## src/rtl/alarm_pkg.sv

```systemverilog
// Shared types and limits for the alarm clock time path.
package alarm_pkg;

  localparam int MIN_ONES_W = 4;
  localparam int MIN_TENS_W = 3;
  localparam int HR_ONES_W  = 4;
  localparam int HR_TENS_W  = 2;

  localparam logic [3:0] BCD_DIGIT_MAX = 4'd9;
  localparam logic [2:0] MIN_TENS_MAX  = 3'd5;
  localparam logic [5:0] HR_MAX        = 6'd23;

  typedef enum logic [1:0] {
    IDLE    = 2'd0,
    ARMED   = 2'd1,
    RINGING = 2'd2,
    SNOOZE  = 2'd3
  } alarm_state_e;

  typedef struct packed {
    logic [HR_TENS_W-1:0]  hr_tens;
    logic [HR_ONES_W-1:0]  hr_ones;
    logic [MIN_TENS_W-1:0] min_tens;
    logic [MIN_ONES_W-1:0] min_ones;
  } bcd_time_t;

  // Binary hour value; wide enough for the largest encodable pair (3,15).
  function automatic logic [5:0] hours_bin(input logic [HR_TENS_W-1:0] tens,
                                           input logic [HR_ONES_W-1:0] ones);
    return 6'(tens) * 6'd10 + 6'(ones);
  endfunction

endpackage

```

## src/rtl/bcd_time_validator.sv

```systemverilog
// Combinational range check of a BCD hh:mm value (00:00 .. 23:59).
module bcd_time_validator
  import alarm_pkg::*;
(
  input  logic [MIN_ONES_W-1:0] min_ones_i,
  input  logic [MIN_TENS_W-1:0] min_tens_i,
  input  logic [HR_ONES_W-1:0]  hr_ones_i,
  input  logic [HR_TENS_W-1:0]  hr_tens_i,
  output logic                  valid_o
);

  assign valid_o = (min_ones_i <= BCD_DIGIT_MAX) &&
                   (min_tens_i <= MIN_TENS_MAX) &&
                   (hr_ones_i  <= BCD_DIGIT_MAX) &&
                   (hours_bin(hr_tens_i, hr_ones_i) <= HR_MAX);

endmodule

```

## src/rtl/alarm_controller.sv

```systemverilog
// Alarm time store, edge-detected time match and ring/snooze/stop sequencer.
//
// state   | meaning
// IDLE    | alarm disabled
// ARMED   | waiting for the live time to reach the alarm time
// RINGING | buzzer active, counting ring seconds
// SNOOZE  | buzzer paused, counting snooze seconds
module alarm_controller
  import alarm_pkg::*;
#(
  parameter int unsigned RING_SEC   = 60,
  parameter int unsigned SNOOZE_SEC = 300,
  parameter int unsigned MAX_SNOOZE = 3
) (
  input  logic                  signal,
  input  logic                  reset,
  input  logic                  tick_1hz,
  input  logic [MIN_ONES_W-1:0] cur_min_ones,
  input  logic [MIN_TENS_W-1:0] cur_min_tens,
  input  logic [HR_ONES_W-1:0]  cur_hr_ones,
  input  logic [HR_TENS_W-1:0]  cur_hr_tens,
  input  logic                  alarm_enable,
  input  logic                  alarm_set,
  input  logic [MIN_ONES_W-1:0] set_min_ones,
  input  logic [MIN_TENS_W-1:0] set_min_tens,
  input  logic [HR_ONES_W-1:0]  set_hr_ones,
  input  logic [HR_TENS_W-1:0]  set_hr_tens,
  input  logic                  snooze,
  input  logic                  stop,
  output logic [MIN_ONES_W-1:0] alm_min_ones,
  output logic [MIN_TENS_W-1:0] alm_min_tens,
  output logic [HR_ONES_W-1:0]  alm_hr_ones,
  output logic [HR_TENS_W-1:0]  alm_hr_tens,
  output logic                  ring,
  output logic                  beep,
  output logic                  snoozing,
  output logic                  set_err
);

  localparam int RING_W = $clog2(RING_SEC);
  localparam int SNZ_W  = $clog2(SNOOZE_SEC);
  localparam int USED_W = $clog2(MAX_SNOOZE + 1);

  localparam logic [RING_W-1:0] RING_LAST = RING_W'(RING_SEC - 1);
  localparam logic [SNZ_W-1:0]  SNZ_LAST  = SNZ_W'(SNOOZE_SEC - 1);
  localparam logic [USED_W-1:0] USED_MAX  = USED_W'(MAX_SNOOZE);

  bcd_time_t         cur_t, set_t, alm_q;
  logic              set_valid, eq, match_q, trigger;
  logic              ring_q, beep_q, snoozing_q, set_err_q;
  alarm_state_e      state_q;
  logic [RING_W-1:0] ring_cnt_q;
  logic [SNZ_W-1:0]  snz_cnt_q;
  logic [USED_W-1:0] used_q;

  assign cur_t = {cur_hr_tens, cur_hr_ones, cur_min_tens, cur_min_ones};
  assign set_t = {set_hr_tens, set_hr_ones, set_min_tens, set_min_ones};

  bcd_time_validator u_set_check (
    .min_ones_i (set_min_ones),
    .min_tens_i (set_min_tens),
    .hr_ones_i  (set_hr_ones),
    .hr_tens_i  (set_hr_tens),
    .valid_o    (set_valid)
  );

  assign eq      = (cur_t == alm_q);
  assign trigger = eq & ~match_q;

  // Alarm time storage, match edge history and load-error pulse.
  always_ff @(posedge signal) begin
    if (reset) begin
      alm_q     <= '0;
      match_q   <= 1'b0;
      set_err_q <= 1'b0;
    end else begin
      set_err_q <= alarm_set & ~set_valid;
      if (alarm_set && set_valid) begin
        alm_q   <= set_t;
        // Loading the current minute must not ring until it comes round again.
        match_q <= 1'b1;
      end else begin
        match_q <= eq;
      end
    end
  end

  // Sequencer with registered ring/beep/snoozing outputs.
  always_ff @(posedge signal) begin
    if (reset || !alarm_enable) begin
      state_q    <= IDLE;
      ring_cnt_q <= '0;
      snz_cnt_q  <= '0;
      used_q     <= '0;
      ring_q     <= 1'b0;
      beep_q     <= 1'b0;
      snoozing_q <= 1'b0;
    end else if (alarm_set) begin
      // A rejected load leaves everything untouched, including this cycle's tick.
      if (set_valid) begin
        state_q    <= ARMED;
        ring_cnt_q <= '0;
        snz_cnt_q  <= '0;
        used_q     <= '0;
        ring_q     <= 1'b0;
        beep_q     <= 1'b0;
        snoozing_q <= 1'b0;
      end
    end else begin
      case (state_q)
        IDLE: state_q <= ARMED;
        ARMED: begin
          if (trigger) begin
            state_q    <= RINGING;
            ring_cnt_q <= '0;
            ring_q     <= 1'b1;
            beep_q     <= 1'b0;
          end
        end
        RINGING: begin
          if (stop || (tick_1hz && ring_cnt_q == RING_LAST &&
                       !(snooze && used_q < USED_MAX))) begin
            state_q    <= ARMED;
            ring_cnt_q <= '0;
            used_q     <= '0;
            ring_q     <= 1'b0;
            beep_q     <= 1'b0;
          end else if (snooze && used_q < USED_MAX) begin
            state_q    <= SNOOZE;
            snz_cnt_q  <= '0;
            used_q     <= used_q + USED_W'(1);
            ring_q     <= 1'b0;
            beep_q     <= 1'b0;
            snoozing_q <= 1'b1;
          end else if (tick_1hz) begin
            ring_cnt_q <= ring_cnt_q + RING_W'(1);
            beep_q     <= ~beep_q;
          end
        end
        SNOOZE: begin
          if (stop) begin
            state_q    <= ARMED;
            snz_cnt_q  <= '0;
            used_q     <= '0;
            snoozing_q <= 1'b0;
          end else if (tick_1hz) begin
            if (snz_cnt_q == SNZ_LAST) begin
              state_q    <= RINGING;
              ring_cnt_q <= '0;
              snz_cnt_q  <= '0;
              ring_q     <= 1'b1;
              beep_q     <= 1'b0;
              snoozing_q <= 1'b0;
            end else begin
              snz_cnt_q <= snz_cnt_q + SNZ_W'(1);
            end
          end
        end
        default: state_q <= IDLE;
      endcase
    end
  end

  assign alm_min_ones = alm_q.min_ones;
  assign alm_min_tens = alm_q.min_tens;
  assign alm_hr_ones  = alm_q.hr_ones;
  assign alm_hr_tens  = alm_q.hr_tens;
  assign ring         = ring_q;
  assign beep         = beep_q;
  assign snoozing     = snoozing_q;
  assign set_err      = set_err_q;

endmodule

```

## config.mk

```make
export PLATFORM = sky130hd
export DESIGN_NAME = alarm_controller
export DESIGN_NICKNAME = d
export VERILOG_FILES = /design/src/rtl/alarm_pkg.sv /design/src/rtl/bcd_time_validator.sv /design/src/rtl/alarm_controller.sv
export SDC_FILE = /design/constraint.sdc
export NUM_CORES = 1
export LEC_CHECK = 0
export ABC_AREA = 1
export CORE_MARGIN = 2
export CORE_UTILIZATION = 54
export CTS_CLUSTER_DIAMETER = 200
export DETAILED_ROUTE_END_ITERATION = 10
export PLACE_DENSITY = 0.81
export SYNTH_ARGS = -nofsm -noshare
export SYNTH_HDL_FRONTEND = slang
export SYNTH_SLANG_ARGS = --single-unit
```

## constraint.sdc

```tcl
create_clock -name signal -period 4.5 [get_ports signal]
set_input_delay 0.45 -clock signal [delete_from_list [all_inputs] [get_ports signal]]
set_output_delay 0.45 -clock signal [all_outputs]
set_load 0.01 [all_outputs]
```

## Word level (Yosys, flattened, before mapping)

Index checks and enable logic that the tools add are counted.

- Register bits: 37
- Latch bits: 0
- RAM bits: 0
- Memory bits (read-only): 0
- Input port bits: 33
- Word-level logic and storage cells: 126
- Memories kept: 0

- Add/sub/neg operators: 4
- Multipliers: 1
- Div/mod/pow operators: 0
- Magnitude comparators: 5
- Equality and inequality tests: 20
- Shift-type cells: 0
- Mux-type cells: 57
- Bitwise gates (word level): 5
- Reduce and logical (&&, ||, !) cells: 21

Operators by type and width:

| cell | number |
|---|---|
| $mux W9 | 7 |
| $mux W6 | 9 |
| $mux W2 | 13 |
| $mux W1 | 21 |
| $ne A3 B3 Y1 const B | 7 |
| $ne A4 B4 Y1 const B | 5 |
| $pmux W6 S3 | 1 |
| $pmux W9 S2 | 1 |
| $reduce_and A7 Y1 | 2 |
| $eq A13 B13 Y1 | 1 |
| $reduce_and A5 Y1 | 2 |
| $add A9 B1 Y9 const B | 1 |
| $eq A9 B9 Y1 const B | 1 |
| $le A4 B4 Y1 const B | 2 |
| $pmux W2 S4 | 1 |
| $reduce_and A8 Y1 | 1 |
| $logic_and A1 B1 Y1 | 7 |
| $add A6 B1 Y6 const B | 1 |
| $add A6 B4 Y6 | 1 |
| $eq A6 B6 Y1 const B | 1 |
| $le A6 B5 Y1 const B | 1 |
| $pmux W1 S3 | 2 |
| $reduce_and A6 Y1 | 1 |
| $mul A2 B3 Y5 const B | 1 |
| other kinds (17) | 23 |

## Logic depth before layout (Yosys ltp)

Gate-level depths: netlist of the first run.

- Depth after elaboration: 8
- Depth in mapped cells: 16
- Depth with buffers taken out: 16

## Cells and area by module

From an unflattened synthesis of the first run, not the netlist that was laid out.

- Cell total of the unflattened synthesis: 381
- Area, all modules: 2401.1 sq um

Modules (own cells, without submodules):

| module | times used | cells each | area an instance (sq um) | seq. area each (sq um) |
|---|---|---|---|---|
| alarm_controller | 1 | 356 | 2249.7 | 740.7 |
| bcd_time_validator | 1 | 25 | 151.4 | 0.0 |

## Worst setup path after synthesis of the first run

No wires, ideal clock.

- Path type: input port to flip-flop
- Start point: input set_hr_ones[1]
- End point: register alm_q, in the netlist alm_hr_ones[1]
- Library setup time: 0.138 ns
- Arrival: 1.918 ns
- Data required time: 4.362 ns
- Path slack: 2.444 ns
- Stages on the path: 10
- Path buffers: 1
- Cell sequence: ha_1 -> inv_1 -> fa_1 -> inv_1 -> nand2_1 -> o21ai_1 -> nor3_4 -> nand3_1 -> clkbuf_1 -> a211oi_1

- Longest elaborated chain between the ends: 4
- Elaborated cells between the ends (all ways): 6
- Those cells by class: 1 x add/sub; 2 x order compare; 3 x reduce/logical

Ends and longest elaborated chain:

| what | line | source |
|---|---|---|
| start: declaration | alarm_controller.sv:26 | `input logic [HR_ONES_W-1:0] set_hr_ones,` |
| $add A6 B4 Y6 or $le A4 B4 Y1 (tied branches) | alarm_pkg.sv:30, bcd_time_validator.sv:14 |  |
| $le A6 B5 Y1 or $logic_and A1 B1 Y1 (tied branches) | bcd_time_validator.sv:15, bcd_time_validator.sv:13 |  |
| $logic_and A1 B1 Y1 | bcd_time_validator.sv:14 | `(hr_ones_i <= BCD_DIGIT_MAX) &&` |
| $logic_and A1 B1 Y1 | alarm_controller.sv:78 | `if (alarm_set && set_valid) begin` |
| end signal: assignment | alarm_controller.sv:79 | `alm_q <= set_t;` |
| end: declaration | alarm_controller.sv:48 | `bcd_time_t cur_t, set_t, alm_q;` |

Several ways; a longest one is shown, not always the timed one.
A chain may end at the register's enable or synchronous reset.

## Worst setup path after layout of the first run

- Start point: input set_hr_tens[0]
- End point: register alm_q, in the netlist alm_min_ones[2]

- Longest elaborated chain between the ends: 5

Ends and longest elaborated chain:

| what | line | source |
|---|---|---|
| start: declaration | alarm_controller.sv:27 | `input logic [HR_TENS_W-1:0] set_hr_tens,` |
| $mul A2 B3 Y5 | alarm_pkg.sv:30 | `return 6'(tens) * 6'd10 + 6'(ones);` |
| $add A6 B4 Y6 | alarm_pkg.sv:30 |  |
| $le A6 B5 Y1 | bcd_time_validator.sv:15 | `(hours_bin(hr_tens_i, hr_ones_i) <= HR_MAX);` |
| $logic_and A1 B1 Y1 | bcd_time_validator.sv:14 |  |
| $logic_and A1 B1 Y1 | alarm_controller.sv:78 |  |

Every way passes these cells.

==> results_dict.tcl, run 1 <==
set metrics [dict create \
    drtIter0Drc 137 \
    grt_pass1_vias 2509 \
    wl_per_cell_um 11.9 \
    drv_cap 0 \
    synth-main-ff-cell "dfxtp_1" \
    grt_util_all_layers_pct 25.3 \
    path_max_fanout 23 \
    yosys.area_share.simple_pct 40.0 \
    cp-start-kind "input pin" \
    reg2reg_from "state_q[0]" \
    die-height_um 71.5 \
    syn_to_final_growth_pct 24.5 \
    hold_class "reg -> reg" \
    cts_setup_buffers 0 \
    wirelength_um 5860 \
    timing.clock.skew_ns 0.00501 \
    async_flop_share_pct 0 \
    fillers 393 \
    clock_latency_ns 0.29 \
    drcViolationCount 0 \
    vdd.ir_drop.worst_v 0.000123 \
    grt_pass1_wl_um 10600 \
    dp_hpwl_um 4410 \
    synthMuxAreaShare_pct 0 \
    syn_nets 433 \
    grt-ovfl-total 0 \
    ff2ff_setup_slack_ns 2.42 \
    synth_top_family_by_area "simple AND/OR/NAND/NOR gates" \
    cellLeakagePower_nw 1.28 \
    synth_warnings 0 \
    cp.required_ns 4.70 \
    status "finished clean" \
    syn_avg_cell_area_um2 6.33 \
    synthAdderAreaFrac_pct 5.90 \
    cts_buffers 5 \
    cellPowerDensity_nw_per_um2 245 \
    syn_area_um2 2460 \
    core-area_um2 4380 \
    crit_type "in -> reg" \
    hold_violations 0 \
    htreeDepth 2 \
    synth-xor-area-share_pct 2.85 \
    ctsRootBufferMaster "clkbuf_8" \
    n_antenna_cell 0 \
    grt_start_max_net_pins 24 \
    tns_ns 0 \
    initial_utilization_pct 56.1 \
    port_buffers 49 \
    nNetsFinal 482 \
    reg2regPathDepth 10 \
    synth_edf_count 0 \
    clockBufferDepth 2 \
    synth.most_common_cell "nand2_1" \
    slew_headroom_pct 45.4 \
    synth.area.top_cells "dfxtp_1, nand2_1, nor2_1, inv_1, ha_1" \
    gp_congestion 0.913 \
    synthDistinctLibCells 36 \
    clkTransAtPathRegs_ns 0.07 \
    synth_top_area_share_pct 30.1 \
    clkSinkCount 37 \
    worstSetupEndpointType "register" \
    yosysTopAreaCell "dfxtp_1" \
    synthCells 389 \
    rr_endpoint "snz_cnt_q[2]" \
    report.final.setup_viol 0 \
    vias_per_cell 5.20 \
    post_cts_resized 0 \
    antenna_found_initial 0 \
    holdCritStartpoint "snoozing" \
    die_w_um 71.5 \
    ant_nets 0 \
    min_to "snoozing" \
    holdPathStages 2 \
    drv_slew 0 \
    ys_ff_latch 37 \
    grt_setup_unrepaired "false" \
    first_pass_iters 4 \
    ys_seq_area_share_pct 30.1 \
    vias 2553 \
    max_freq_ghz 0.357 \
    drive_above_1_share_pct 6.83 \
    finalCritPeriodShare_pct 62.2 \
    synth-compound-area-share_pct 11.2 \
    fp-row-count 24 \
    tightestPinTransition_ns 0.817 \
    pin_count 50 \
    synth_commonest_cells "nand2_1, nor2_1, inv_1, dfxtp_1, a21oi_1" \
    hold_buffers 0 \
    cp_data_arrival_time_ns 2.99 \
    cts_tree "yes" \
    final_util_pct 69.9 \
    finalCriticalPeriod_ns 2.80 \
    die_area_um2 5110 \
]
## power breakdown
| part | switching (W) | leakage, nW | total, W | internal, W |
|---|---|---|---|---|
| Clock | 0.000117 | 0.0450 | 0.000225 | 0.000107 |
| Combinational | 0.0000958 | 0.934 | 0.000173 | 0.0000774 |
| Sequential | 0.0000115 | 0.301 | 0.000353 | 0.000341 |
## worst max-delay path, stage by stage
cell	delay, ns
clkdlybuf4s50_1	0.52
ha_1	0.18
inv_1	0.05
fa_1	0.40
inv_1	0.08
nand2_1	0.05
o21ai_1	0.22
nor3_4	0.09
nand3_1	0.63
nor2_1	0.11
a211oi_1	0.21
## area by class of cell
cell class | instances | area (µm²) | area share [%]
Clock buffer | 6 | 72.6 | 2.37
Clock inverter | 2 | 10.0 | 0.327
Inverter | 54 | 203 | 6.61
Multi-Input combinational cell | 290 | 1480 | 48.1
Sequential cell | 37 | 741 | 24.2
Tap cell | 52 | 65.1 | 2.12
Timing Repair Buffer | 50 | 498 | 16.3
## worst max path at each step
stage | from | end | slack (ns)
2_1_floorplan | set_hr_ones[1] | alm_hr_ones[1] | 2.44
3_3_place_gp | set_hr_tens[0] | alm_hr_tens[0] | 1.56
3_5_place_dp | set_hr_tens[0] | alm_min_ones[2] | 1.43
4_1_cts | set_hr_tens[0] | alm_min_ones[2] | 1.71
5_1_grt | set_hr_tens[0] | alm_min_ones[2] | 1.44
6_report | set_hr_tens[0] | alm_min_ones[2] | 1.70
## metrics by stage
step                instance area [µm²]  total power [W]  hold WS, ns  worst slack [ns]  instances
floorplan                          2460         0.000463        0.457              2.44        389
global placement                   2980         0.000528        0.456              1.56        483
detailed placement                 2980         0.000532        0.464              1.43        483
CTS                                3060         0.000759        0.474              1.71        491
global route                       3060         0.000798        0.507              1.44        491
finish                             3060         0.000750        0.469              1.70        491
## placed cells by master, fill, tap and decap left out, types with 8 or more instances in the layout
cell,n
a211oi_1,9
a21oi_1,18
clkdlybuf4s50_1,49
dfxtp_1,37
ha_1,10
inv_1,49
nand2_1,113
nand3_1,17
nand4_1,8
nor2_1,56
nor3_1,13
o21ai_0,8
## sequential cells by signal, indices dropped and copies added, names as in the netlist
register	cells
match_q	1
alm_min_tens	3
snz_cnt_q	9
beep	1
snoozing	1
alm_hr_ones	4
alm_hr_tens	2
ring	1
used_q	2
alm_min_ones	4
ring_cnt_q	6
state_q	2
set_err	1
## cells by family (layout without fill, tap and decap cells)
kind of cell    count (synthesis)  after routing
simple gates                  226            226
fa+ha+maj                      11             11
compound gates                 45             45
flops                          37             37
xor+xnor                        8              8
buf+inv                        62            112
## metal layers
metal  vias up  routed length (µm)  GRT usage, %
met4         0                  65          8.81
met5         -                   0             0
li1       1332                   -             -
met3         6                 395          4.92
met1      1134                2690          30.7
met2        81                2710          44.4
(Power assumes the default switching activity.)
==> run 2, diff against run 1 <==
--- a/config.mk
+++ b/config.mk
@@ -7,10 +7,10 @@
 export LEC_CHECK = 0
 export ABC_AREA = 1
 export CORE_MARGIN = 2
-export CORE_UTILIZATION = 54
+export CORE_UTILIZATION = 52
 export CTS_CLUSTER_DIAMETER = 200
 export DETAILED_ROUTE_END_ITERATION = 10
-export PLACE_DENSITY = 0.81
+export PLACE_DENSITY = 0.79
 export SYNTH_ARGS = -nofsm -noshare
 export SYNTH_HDL_FRONTEND = slang
 export SYNTH_SLANG_ARGS = --single-unit
==> constraint.sdc (replaced) <==
create_clock -name signal -period 2.7 [get_ports signal]
set_input_delay 0.27 -clock signal [delete_from_list [all_inputs] [get_ports signal]]
set_output_delay 0.27 -clock signal [all_outputs]
set_load 0.01 [all_outputs]
==> run 2 against run 1 <==
Hold slack better by 0.021 ns; register-to-register slack got worse by 1.8 ns; highest routed layer unchanged; critical endpoint is now snz_cnt_q[2]; global-route usage fell by 1.8 points.
==> results_dict.tcl, run 2 (same netlist as run 1, synthesis figures left out) <==
set metrics [dict create \
    status "finished clean" \
    reg2reg_from "state_q[0]" \
    dp_hpwl_um 4460 \
    pin_count 50 \
    cp_data_arrival_time_ns 2.50 \
    grt-ovfl-total 0 \
    clkSinkCount 37 \
    tns_ns 0 \
    nNetsFinal 487 \
    cts_setup_buffers 0 \
    n_antenna_cell 0 \
    drive_above_1_share_pct 8.11 \
    gp_congestion 0.913 \
    initial_utilization_pct 53.2 \
    clockBufferDepth 2 \
    die_area_um2 5300 \
    die_w_um 72.8 \
    drtIter0Drc 133 \
    finalCriticalPeriod_ns 2.31 \
    fp-row-count 25 \
    wirelength_um 5740 \
    holdCritStartpoint "ring" \
    final_common_cell "nand2_1" \
    largest_reg_flops 9 \
    grt_pass1_vias 2301 \
    rr_endpoint "snz_cnt_q[2]" \
    grt_setup_unrepaired "false" \
    crit_type "in -> reg" \
    cts_tree "yes" \
    cp.required_ns 2.89 \
    antenna_found_initial 0 \
    finalCritPeriodShare_pct 85.7 \
    wl_per_cell_um 11.5 \
    slew_headroom_pct 64.5 \
    htreeDepth 2 \
    vdd.ir_drop.worst_v 0.000308 \
    cp-start-kind "input pin" \
    die-height_um 72.8 \
    critPathLaunch "set_hr_tens[0]" \
    fillers 415 \
    tightestPinTransition_ns 0.531 \
    timing.clock.skew_ns 0.00872 \
    path_max_fanout 11 \
    clock_latency_ns 0.30 \
    report.final.setup_viol 0 \
    core-area_um2 4630 \
    ctsRootBufferMaster "clkbuf_8" \
    vias 2516 \
    vias_per_cell 5.05 \
    post_cts_resized 0 \
    ant_nets 0 \
    crit_end "snz_cnt_q[2]" \
    hold_violations 0 \
    hold_buffers 0 \
    grt_pass1_wl_um 9760 \
    cts_buffers 5 \
    grt_util_all_layers_pct 23.4 \
    regMostFlops "snz_cnt_q" \
    hold_class "reg -> reg" \
    ff2ff_setup_slack_ns 0.64 \
    final_util_pct 68.2 \
    drv_slew 0 \
    final_cell_mix "nand2_1, nor2_1, inv_1, clkdlybuf4s50_1, dfxtp_1" \
    reg2regPathDepth 10 \
    max_freq_ghz 0.432 \
    grt_start_max_net_pins 17 \
    drv_cap 0 \
    drcViolationCount 0 \
    cellLeakagePower_nw 1.33 \
    worstSetupEndpointType "register" \
    port_buffers 49 \
    cellPowerDensity_nw_per_um2 464 \
    clkTransAtPathRegs_ns 0.08 \
    largestRegisters "snz_cnt_q x9, ring_cnt_q x6" \
    first_pass_iters 4 \
    syn_to_final_growth_pct 28.4 \
]
-- run 2: area by class of cell --
cell class                 instances  area (µm²)  share of cell area (%)
multi-input combinational        290        1480                    46.7
sequential                        37         741                    23.4
timing repair buffer              55         536                    17.0
inverter                          54         203                    6.42
clock buffer                       5        68.8                    2.18
clock inverter                     3        68.8                    2.18
tap                               54        67.6                    2.14
-- run 2: critical path, cell delays in order --
cell and delay [ns]:
clkdlybuf4s50_1 0.52, ha_1 0.19, inv_1 0.06, fa_1 0.39, inv_1 0.07, nand2_1 0.05
o21ai_1 0.20, nor3_4 0.09, nand2_2 0.10, nand2_4 0.07, nand2_2 0.18, inv_2 0.12
o21ai_0 0.16, nor2_1 0.05
-- run 2: how the worst min path moves through the flow --
stage	end	slack [ns]	cells after the start
floorplan	alm_hr_ones[1]	0.45	2
global placement	ring	0.47	2
detailed placement	alm_min_tens[2]	0.48	2
CTS	alm_hr_ones[3]	0.49	2
global route	snoozing	0.51	2
finish	ring	0.49	2
-- run 2: per-stage QoR --
step	area, µm²	power, W	setup WS, ns	std cells	hold slack, ns
6_report	3160	0.00147	0.387	498	0.490
5_1_grt	3160	0.00154	0.146	498	0.514
4_1_cts	3160	0.00148	0.399	498	0.492
3_5_place_dp	3020	0.000889	0.103	490	0.481
3_3_place_gp	3020	0.000883	0.172	490	0.470
2_1_floorplan	2460	0.000772	0.824	389	0.446
-- run 2: report_power, final --
part           switching [W]  internal (W)
Combinational       0.000157      0.000133
Sequential         0.0000184      0.000568
Clock               0.000216      0.000372
Total               0.000391       0.00107
-- run 2: routing by layer --
metal  vias up  global-route usage [%]  routed length, µm
li1       1332                       -                  -
met1      1101                    29.0               2590
met2        70                    40.1               2690
met3        13                    4.70                332
met4         0                    9.05                127
met5         -                       0                  0
==> run 3, diff against run 2 <==
--- a/config.mk
+++ b/config.mk
@@ -8,7 +8,7 @@
 export ABC_AREA = 1
 export CORE_MARGIN = 2
 export CORE_UTILIZATION = 52
-export CTS_CLUSTER_DIAMETER = 200
+export CTS_CLUSTER_DIAMETER = 80
 export DETAILED_ROUTE_END_ITERATION = 10
 export PLACE_DENSITY = 0.79
 export SYNTH_ARGS = -nofsm -noshare
==> results of run 3 <==
No change in the layout: final DEF, timing and power equal those of run 2.
